[config.mk]
export PLATFORM = sky130hd
export DESIGN_NAME = proc6_core
export DESIGN_NICKNAME = d
export VERILOG_FILES = /design/src/rtl/proc6_pkg.sv /design/src/rtl/proc6_ctrl.sv /design/src/rtl/proc6_core.sv
export SDC_FILE = /design/constraint.sdc
export NUM_CORES = 1
export LEC_CHECK = 0
export CELL_PAD_IN_SITES_DETAIL_PLACEMENT = 1
export CELL_PAD_IN_SITES_GLOBAL_PLACEMENT = 1
export CORE_MARGIN = 3
export CORE_UTILIZATION = 46
export CTS_BUF_LIST = sky130_fd_sc_hd__clkbuf_8 sky130_fd_sc_hd__clkbuf_16
export DETAILED_ROUTE_END_ITERATION = 8
export GPL_TIMING_DRIVEN = 0
export PLACE_DENSITY_LB_ADDON = 0.25
export SYNTH_ARGS = -nofsm -noshare
export SYNTH_HDL_FRONTEND = slang
export SYNTH_HIERARCHICAL = 1
export SYNTH_SLANG_ARGS = --single-unit
export TNS_END_PERCENT = 10
[constraint.sdc]
create_clock -name clk -period 5.17 [get_ports clk]
set_input_delay 0.7755 -clock clk [delete_from_list [all_inputs] [get_ports clk]]
set_output_delay 0.7755 -clock clk [all_outputs]
set_load 0.01 [all_outputs]
[src/rtl/proc6_pkg.sv]
// proc6 shared definitions: opcodes, controller states and
// instruction field positions.
package proc6_pkg;

   typedef enum logic [3:0] {
      OP_LOAD  = 4'd0,
      OP_STORE = 4'd1,
      OP_ADD   = 4'd2,
      OP_MOVI  = 4'd3,
      OP_SUB   = 4'd4,
      OP_JMPZ  = 4'd5,
      OP_HALT  = 4'd6
   } op_e;

   typedef enum logic [3:0] {
      S_IDLE,
      S_FETCH,
      S_DECODE,
      S_LOAD,
      S_STORE,
      S_ADD,
      S_MOVI,
      S_SUB,
      S_JMPZ,
      S_JMP,
      S_HALT
   } state_e;

   localparam int OP_HI  = 15;
   localparam int OP_LO  = 12;
   localparam int RA_HI  = 11;
   localparam int RA_LO  = 8;
   localparam int RB_HI  = 7;
   localparam int RB_LO  = 4;
   localparam int RC_HI  = 3;
   localparam int RC_LO  = 0;
   localparam int IMM_HI = 7;
   localparam int IMM_LO = 0;

endpackage

[src/rtl/proc6_ctrl.sv]
// proc6 controller: multi-cycle fetch/decode/execute FSM and
// the sticky illegal-opcode flag.
module proc6_ctrl
   import proc6_pkg::*;
(
   input  logic       clk,
   input  logic       i_reset,
   input  logic       i_start,
   input  logic [3:0] i_op,
   input  logic       i_zero,
   output logic       o_pc_clr,
   output logic       o_fetch,
   output logic       o_jmp,
   output logic       o_rf_we,
   output logic       o_sel_mem,
   output logic       o_sel_imm,
   output logic       o_alu_sub,
   output logic       o_alu_rb,
   output logic       o_d_rd,
   output logic       o_d_wr,
   output logic       o_retire,
   output logic       o_halted,
   output logic       o_err
);

   state_e r_state;
   state_e w_next;
   logic   r_err;
   logic   w_launch;
   logic   w_illegal;

   assign w_launch  = i_start &&
                      (r_state == S_IDLE || r_state == S_HALT);
   assign w_illegal = i_op > OP_HALT;
   assign o_pc_clr  = w_launch;
   assign o_err     = r_err;

   // state register
   always_ff @(posedge clk) begin
      if (i_reset) r_state <= S_IDLE;
      else         r_state <= w_next;
   end

   // err is cleared on launch, set when decode hits an illegal opcode
   always_ff @(posedge clk) begin
      if (i_reset)
         r_err <= 1'b0;
      else if (w_launch)
         r_err <= 1'b0;
      else if (r_state == S_DECODE && w_illegal)
         r_err <= 1'b1;
   end

   // next-state selection
   always_comb begin
      w_next = r_state;
      unique case (r_state)
         S_IDLE, S_HALT: if (i_start) w_next = S_FETCH;
         S_FETCH:        w_next = S_DECODE;
         S_DECODE: begin
            case (i_op)
               OP_LOAD:  w_next = S_LOAD;
               OP_STORE: w_next = S_STORE;
               OP_ADD:   w_next = S_ADD;
               OP_MOVI:  w_next = S_MOVI;
               OP_SUB:   w_next = S_SUB;
               OP_JMPZ:  w_next = S_JMPZ;
               default:  w_next = S_HALT;
            endcase
         end
         S_JMPZ:  w_next = i_zero ? S_JMP : S_FETCH;
         default: w_next = S_FETCH;
      endcase
   end

   // per-state datapath strobes; memory strobes are masked by reset
   always_comb begin
      o_fetch   = 1'b0;
      o_jmp     = 1'b0;
      o_rf_we   = 1'b0;
      o_sel_mem = 1'b0;
      o_sel_imm = 1'b0;
      o_alu_sub = 1'b0;
      o_alu_rb  = 1'b0;
      o_d_rd    = 1'b0;
      o_d_wr    = 1'b0;
      o_retire  = 1'b0;
      o_halted  = 1'b0;
      unique case (r_state)
         S_FETCH: o_fetch = 1'b1;
         S_LOAD: begin
            o_rf_we   = 1'b1;
            o_sel_mem = 1'b1;
            o_d_rd    = !i_reset;
            o_retire  = 1'b1;
         end
         S_STORE: begin
            o_d_wr   = !i_reset;
            o_retire = 1'b1;
         end
         S_ADD: begin
            o_rf_we  = 1'b1;
            o_alu_rb = 1'b1;
            o_retire = 1'b1;
         end
         S_MOVI: begin
            o_rf_we   = 1'b1;
            o_sel_imm = 1'b1;
            o_retire  = 1'b1;
         end
         S_SUB: begin
            o_rf_we   = 1'b1;
            o_alu_rb  = 1'b1;
            o_alu_sub = 1'b1;
            o_retire  = 1'b1;
         end
         S_JMPZ: o_retire = !i_zero;
         S_JMP: begin
            o_jmp    = 1'b1;
            o_retire = 1'b1;
         end
         S_HALT:  o_halted = 1'b1;
         default: ;
      endcase
   end

endmodule

[src/rtl/proc6_core.sv]
// proc6 top: PC, IR, 16-entry register file and ALU, driven by
// the proc6_ctrl FSM.
module proc6_core
   import proc6_pkg::*;
#(
   parameter int WIDTH  = 16,
   parameter int PCBITS = 16,
   parameter int DADDR  = 8
) (
   input  logic              clk,
   input  logic              reset,
   input  logic              start,
   output logic [PCBITS-1:0] imem_addr,
   input  logic [15:0]       imem_data,
   output logic [DADDR-1:0]  d_addr,
   output logic              d_rd,
   output logic              d_wr,
   output logic [WIDTH-1:0]  d_w_data,
   input  logic [WIDTH-1:0]  d_r_data,
   output logic              retire,
   output logic              halted,
   output logic              err
);

   logic [PCBITS-1:0] r_pc;
   logic [15:0]       r_ir;
   logic [WIDTH-1:0]  r_rf [16];

   logic [3:0]        w_op;
   logic [3:0]        w_ra;
   logic [3:0]        w_rb;
   logic [3:0]        w_rc;
   logic [7:0]        w_imm;
   logic [3:0]        w_rd1_addr;
   logic [WIDTH-1:0]  w_rd1;
   logic [WIDTH-1:0]  w_rd2;
   logic [WIDTH-1:0]  w_alu;
   logic [WIDTH-1:0]  w_wdata;
   logic              w_zero;
   logic              w_pc_clr;
   logic              w_fetch;
   logic              w_jmp;
   logic              w_rf_we;
   logic              w_sel_mem;
   logic              w_sel_imm;
   logic              w_alu_sub;
   logic              w_alu_rb;

   assign w_op  = r_ir[OP_HI:OP_LO];
   assign w_ra  = r_ir[RA_HI:RA_LO];
   assign w_rb  = r_ir[RB_HI:RB_LO];
   assign w_rc  = r_ir[RC_HI:RC_LO];
   assign w_imm = r_ir[IMM_HI:IMM_LO];

   // port 1 reads rb for ALU ops, otherwise ra (store data, zero test)
   assign w_rd1_addr = w_alu_rb ? w_rb : w_ra;
   assign w_rd1      = r_rf[w_rd1_addr];
   assign w_rd2      = r_rf[w_rc];
   assign w_zero     = (w_rd1 == '0);
   assign w_alu      = w_alu_sub ? (w_rd1 - w_rd2) : (w_rd1 + w_rd2);
   assign w_wdata    = w_sel_mem ? d_r_data :
                       w_sel_imm ? WIDTH'(w_imm) : w_alu;

   assign imem_addr = r_pc;
   assign d_addr    = DADDR'(w_imm);
   assign d_w_data  = w_rd1;

   proc6_ctrl u_ctrl (
      .clk       (clk),
      .i_reset   (reset),
      .i_start   (start),
      .i_op      (w_op),
      .i_zero    (w_zero),
      .o_pc_clr  (w_pc_clr),
      .o_fetch   (w_fetch),
      .o_jmp     (w_jmp),
      .o_rf_we   (w_rf_we),
      .o_sel_mem (w_sel_mem),
      .o_sel_imm (w_sel_imm),
      .o_alu_sub (w_alu_sub),
      .o_alu_rb  (w_alu_rb),
      .o_d_rd    (d_rd),
      .o_d_wr    (d_wr),
      .o_retire  (retire),
      .o_halted  (halted),
      .o_err     (err)
   );

   // PC: PC already points past the JMPZ, so the jump undoes that +1
   always_ff @(posedge clk) begin
      if (reset || w_pc_clr)
         r_pc <= '0;
      else if (w_fetch)
         r_pc <= r_pc + PCBITS'(1);
      else if (w_jmp)
         r_pc <= r_pc + PCBITS'($signed(w_imm)) - PCBITS'(1);
   end

   // instruction register loads in FETCH
   always_ff @(posedge clk) begin
      if (reset)        r_ir <= '0;
      else if (w_fetch) r_ir <= imem_data;
   end

   // register file write port; contents are deliberately not reset
   always_ff @(posedge clk) begin
      if (w_rf_we) r_rf[w_ra] <= w_wdata;
   end

endmodule

==> results.sh <==
export IMPL_r2r_end="r_rf[9][12]"
export IMPL_cts_inserted_buffers=34
export IMPL_cp_max_fo=10
export IMPL_chipHeight_um=193.7
export IMPL_cp_common_cell="buf_6"
export IMPL_critical_path_class="reg -> reg"
export IMPL_routabilityCongestion=0.8469
export IMPL_tightest_slew_ns=1.280
export IMPL_cts_tree="built"
export IMPL_wl_met1_um=21960
export IMPL_ys_types=76
export IMPL_rrSetupSlack_ns=0.09
export IMPL_crit_path_start_kind="flop"
export IMPL_min_from="u_ctrl/o_err"
export IMPL_synthesis_area_mm2=0.01620
export IMPL_worst_path_max_delay_cell="a32o_4"
export IMPL_drc=0
export IMPL_drt_wl_total_um=55360
export IMPL_outcome="finished clean"
export IMPL_netlist_area_leader_share=0.4744
export IMPL_grt_usage=0.2819
export IMPL_avgSynthCellArea_um2=13.88
export IMPL_crit_chain="buf_6 > nand2_2 > nor2_2 > buf_6 > buf_4 > mux2i_4 > buf_6 > buf_4 > mux4_2 > nand2_1 > a31oi_4 > inv_2 > ha_4 > fa_2 > nor2b_1 > o21ai_2 > a21boi_2 > o2111ai_2 > a21oi_2 > o221a_2 > o21ai_1 > a32o_4"
export IMPL_yosys_warnings=6
export IMPL_synth_area_leaders="edfxtp_1, mux4_2, dfxtp_1"
export IMPL_cp_end_kind="flop"
export IMPL_grt_pass1_wl_um=78550
export IMPL_coreArea_mm2=0.03463
export IMPL_p_leak_nw=6.884
export IMPL_synth_seq_cells=297
export IMPL_fp_dieArea_mm2=0.03751
export IMPL_clock_latency_ns=0.54
export IMPL_start_util=0.4679
export IMPL_fin_crit_sh=0.9832
export IMPL_area_delta_synth_final_pct=22.86
export IMPL_drv_slew=0
export IMPL_hold_depth=2
export IMPL_grt_overflow=0
export IMPL_antenna_found_initial=0
export IMPL_ys_seq_area_frac=0.5251
export IMPL_fin_worst_skew_ns=0.02654
export IMPL_r2r_cells=22
export IMPL_yosysTopAreaCell="edfxtp_1"
export IMPL_worst_path_buf_inv=6
export IMPL_rows=68
export IMPL_routedWlPerCell_um=30.57
export IMPL_holdPathEnd="u_ctrl/o_err"
export IMPL_io_pins=80
export IMPL_layout_cells_non_filler=1811
export IMPL_viasPerCell=6.521
export IMPL_place_hpwl_um=38250
export IMPL_max_freq_mhz=196.7
export IMPL_ctsLongestPathBuffers=3
export IMPL_r2r_start="u_ctrl/r_state[2]"
export IMPL_synth_edf_count=256
export IMPL_dp_cells=1722
export IMPL_met3WireLength_um=6110
export IMPL_synth_mux_area_fraction=0.2045
export IMPL_synth_top_family_by_area="multiplexers"
export IMPL_synth_simple_gate_area_frac=0.08363
export IMPL_vias=11810
export IMPL_synth_adder_area_share=0.03876
export IMPL_cts_root_buffer="clkbuf_16"
export IMPL_worstHoldPathType="reg -> reg"
export IMPL_nNetsFinal=1416
export IMPL_relSlewSlack=0.1464
export IMPL_synth_xor_area_share=0.02432
export IMPL_postRouteAntennaNets=0
export IMPL_cap_violations=0
export IMPL_top_layer_used="met4"
export IMPL_finalSetupViolCount=0
export IMPL_num_antenna_cells=0
export IMPL_finalHoldViolCount=0
export IMPL_synth_compound_area_frac=0.08085
export IMPL_hold_slack_ns=0.5429
export IMPL_async_flop_share=0
export IMPL_ir_drop_mv=0.7150
export IMPL_dr_wl_met2_um=25900
export IMPL_required_ns=5.41
export IMPL_critical_path_top_delay_family="compound AO/OA/AOI/OAI gates"
export IMPL_cellPowerDensity_mw_per_mm2=630.9
export IMPL_grt_max_degree=17
export IMPL_final_min_clock_period_ns=5.083
export IMPL_cts_sink_count=297
export IMPL_grt_pass1_vias=11950
export IMPL_clkTransAtPathRegs_ns=0.06
export IMPL_dr_pass1_iters=5
export IMPL_dieWidth_um=193.7
export IMPL_drive_gt1_frac=0.2773
export IMPL_drtIter0Drc=1430
export IMPL_port_buffers=79
export IMPL_hold_buffers=0
export IMPL_arrival_ns=5.33
export IMPL_htreeDepth=2
export IMPL_slowest_delay_ns=0.45
export IMPL_ys_flop_type="edfxtp_1"
export IMPL_syn_inst=1167
export IMPL_syn_num_nets=1251
export IMPL_fin_setup_tns_ns=0
==> area by class of cell <==
cell class | count | area [um2]
Buffer | 69 | 566.8
Clock buffer | 38 | 917.1
Clock inverter | 22 | 146.4
Fill cell | 3319 | 14720
Inverter | 73 | 274.0
Multi-Input combinational cell | 726 | 7510
Sequential cell | 297 | 8516
Tap cell | 455 | 569.3
Timing Repair Buffer | 131 | 1408
==> cell families after synthesis <==
group,after synthesis
muxes,169
AOI/OAI and AO/OA,191
and+or+nand+nor,271
adders and majority gates,49
DFF,297
buffers and inverters,145
xor gates and xnor gates,45
==> power by group <==
part | total [mW] | switching (mW) | internal (mW) | leakage (nW)
Combinational | 6.07 | 3.87 | 2.20 | 3.69
Clock | 2.31 | 0.984 | 1.33 | 0.555
Sequential | 4.17 | 0.120 | 4.05 | 2.64
Total | 12.6 | 4.98 | 7.58 | 6.88
==> cells in the mapped netlist, types with 4 or more instances <==
library cell and instances:
a22oi_1 25, xnor2_1 35, buf_6 7, a31oi_1 22, buf_4 11, nor2_1 79, a22o_1 4, mux2_2 7
mux2i_1 33, o21ai_0 20, buf_1 6, or3_1 10, o31ai_1 4, nand4_1 4, and3_1 6, mux4_2 125
nor2b_1 7, a21oi_1 37, ha_1 47, or2_2 4, buf_2 15, xor2_1 10, nand2b_1 15, nor3_1 19
a211oi_1 35, edfxtp_1 256, dfxtp_1 41, nand2_1 73, clkbuf_1 30, and2_1 16, nand3_1 14, nor4_1 7
a21o_1 9, inv_1 72
==> placed cells by master, fill, tap and decap left out, types with 8 or more instances in the layout <==
master	synthesis	final
clkbuf_2	0	10
inv_1	72	79
mux4_2	125	125
a31oi_4	0	8
clkbuf_1	30	15
clkdlybuf4s50_1	0	78
xnor2_1	35	35
buf_4	11	43
and2_1	16	16
dfxtp_1	41	37
edfxtp_1	256	256
a21o_1	9	9
nand3_1	14	14
nor2_2	0	12
buf_6	7	17
a211oi_2	1	10
a21oi_1	37	34
nor2_1	79	66
nand2_1	73	69
nand2b_1	15	15
ha_1	47	43
nor3_1	19	15
buf_16	0	8
a22oi_1	25	22
clkbuf_16	0	36
a31oi_1	22	10
o21ai_0	20	16
or3_1	10	9
a211oi_1	35	22
mux2i_1	33	32
xor2_1	10	10
==> repair_timing <==
action / CTS / global route
buffers inserted: 6 / 24
gates resized for setup: 83 / 72
pin swaps: 8 / 29
setup endpoints to repair: 273 / 161
gates cloned: 0 / 2
==> state kept, by name, indices dropped and copies added (netlist names), named ones only <==
name            cells
imem_addr          16
r_ir               16
r_rf              256
u_ctrl/o_err        1
u_ctrl/r_state      4
==> per-layer routing <==
layer / track usage / up-vias
met3: 0.07472 / 98
met5: 0 / -
met2: 0.4491 / 724
li1: - / 4910
met1: 0.3881 / 6077
met4: 0.07608 / 0
==> worst reg2reg max path, cell delays in order (launching register included) <==
cell,delay (ns)
dfxtp_2,0.34
buf_6,0.11
nand2_2,0.05
nor2_2,0.12
buf_6,0.13
buf_4,0.13
mux2i_4,0.29
buf_6,0.25
buf_4,0.28
mux4_2,0.24
nand2_1,0.09
a31oi_4,0.36
inv_2,0.10
ha_4,0.18
fa_2,0.35
nor2b_1,0.16
o21ai_2,0.09
a21boi_2,0.25
o2111ai_2,0.19
a21oi_2,0.23
o221a_2,0.22
o21ai_1,0.20
a32o_4,0.45
==> metrics by stage <==
stage / area, um2 / worst slack (ns) / power (mW) / utilization
after floorplan: 16210 / -0.001866 / 7.580 / -
after global placement: 17570 / -2.146 / 9.302 / 0.5074
after detailed placement: 17980 / -2.369 / 9.541 / 0.5192
after CTS: 19410 / -0.02260 / 12.10 / 0.5606
after global routing: 19910 / -0.1317 / 13.15 / 0.5749
final: 19910 / 0.08671 / 12.56 / 0.5749
==> worst max-delay path by stage <==
stage,depth (start not counted),from,end
after global placement,19,u_ctrl/r_state[0],r_rf[11][14]
final,22,u_ctrl/r_state[2],r_rf[9][12]
after detailed placement,19,u_ctrl/r_state[0],r_rf[11][14]
after floorplan,21,u_ctrl/r_state[0],r_rf[0][12]
after global routing,17,u_ctrl/r_state[2],retire
after CTS,17,u_ctrl/r_state[0],retire
Power figures use the tool's default switching activity.
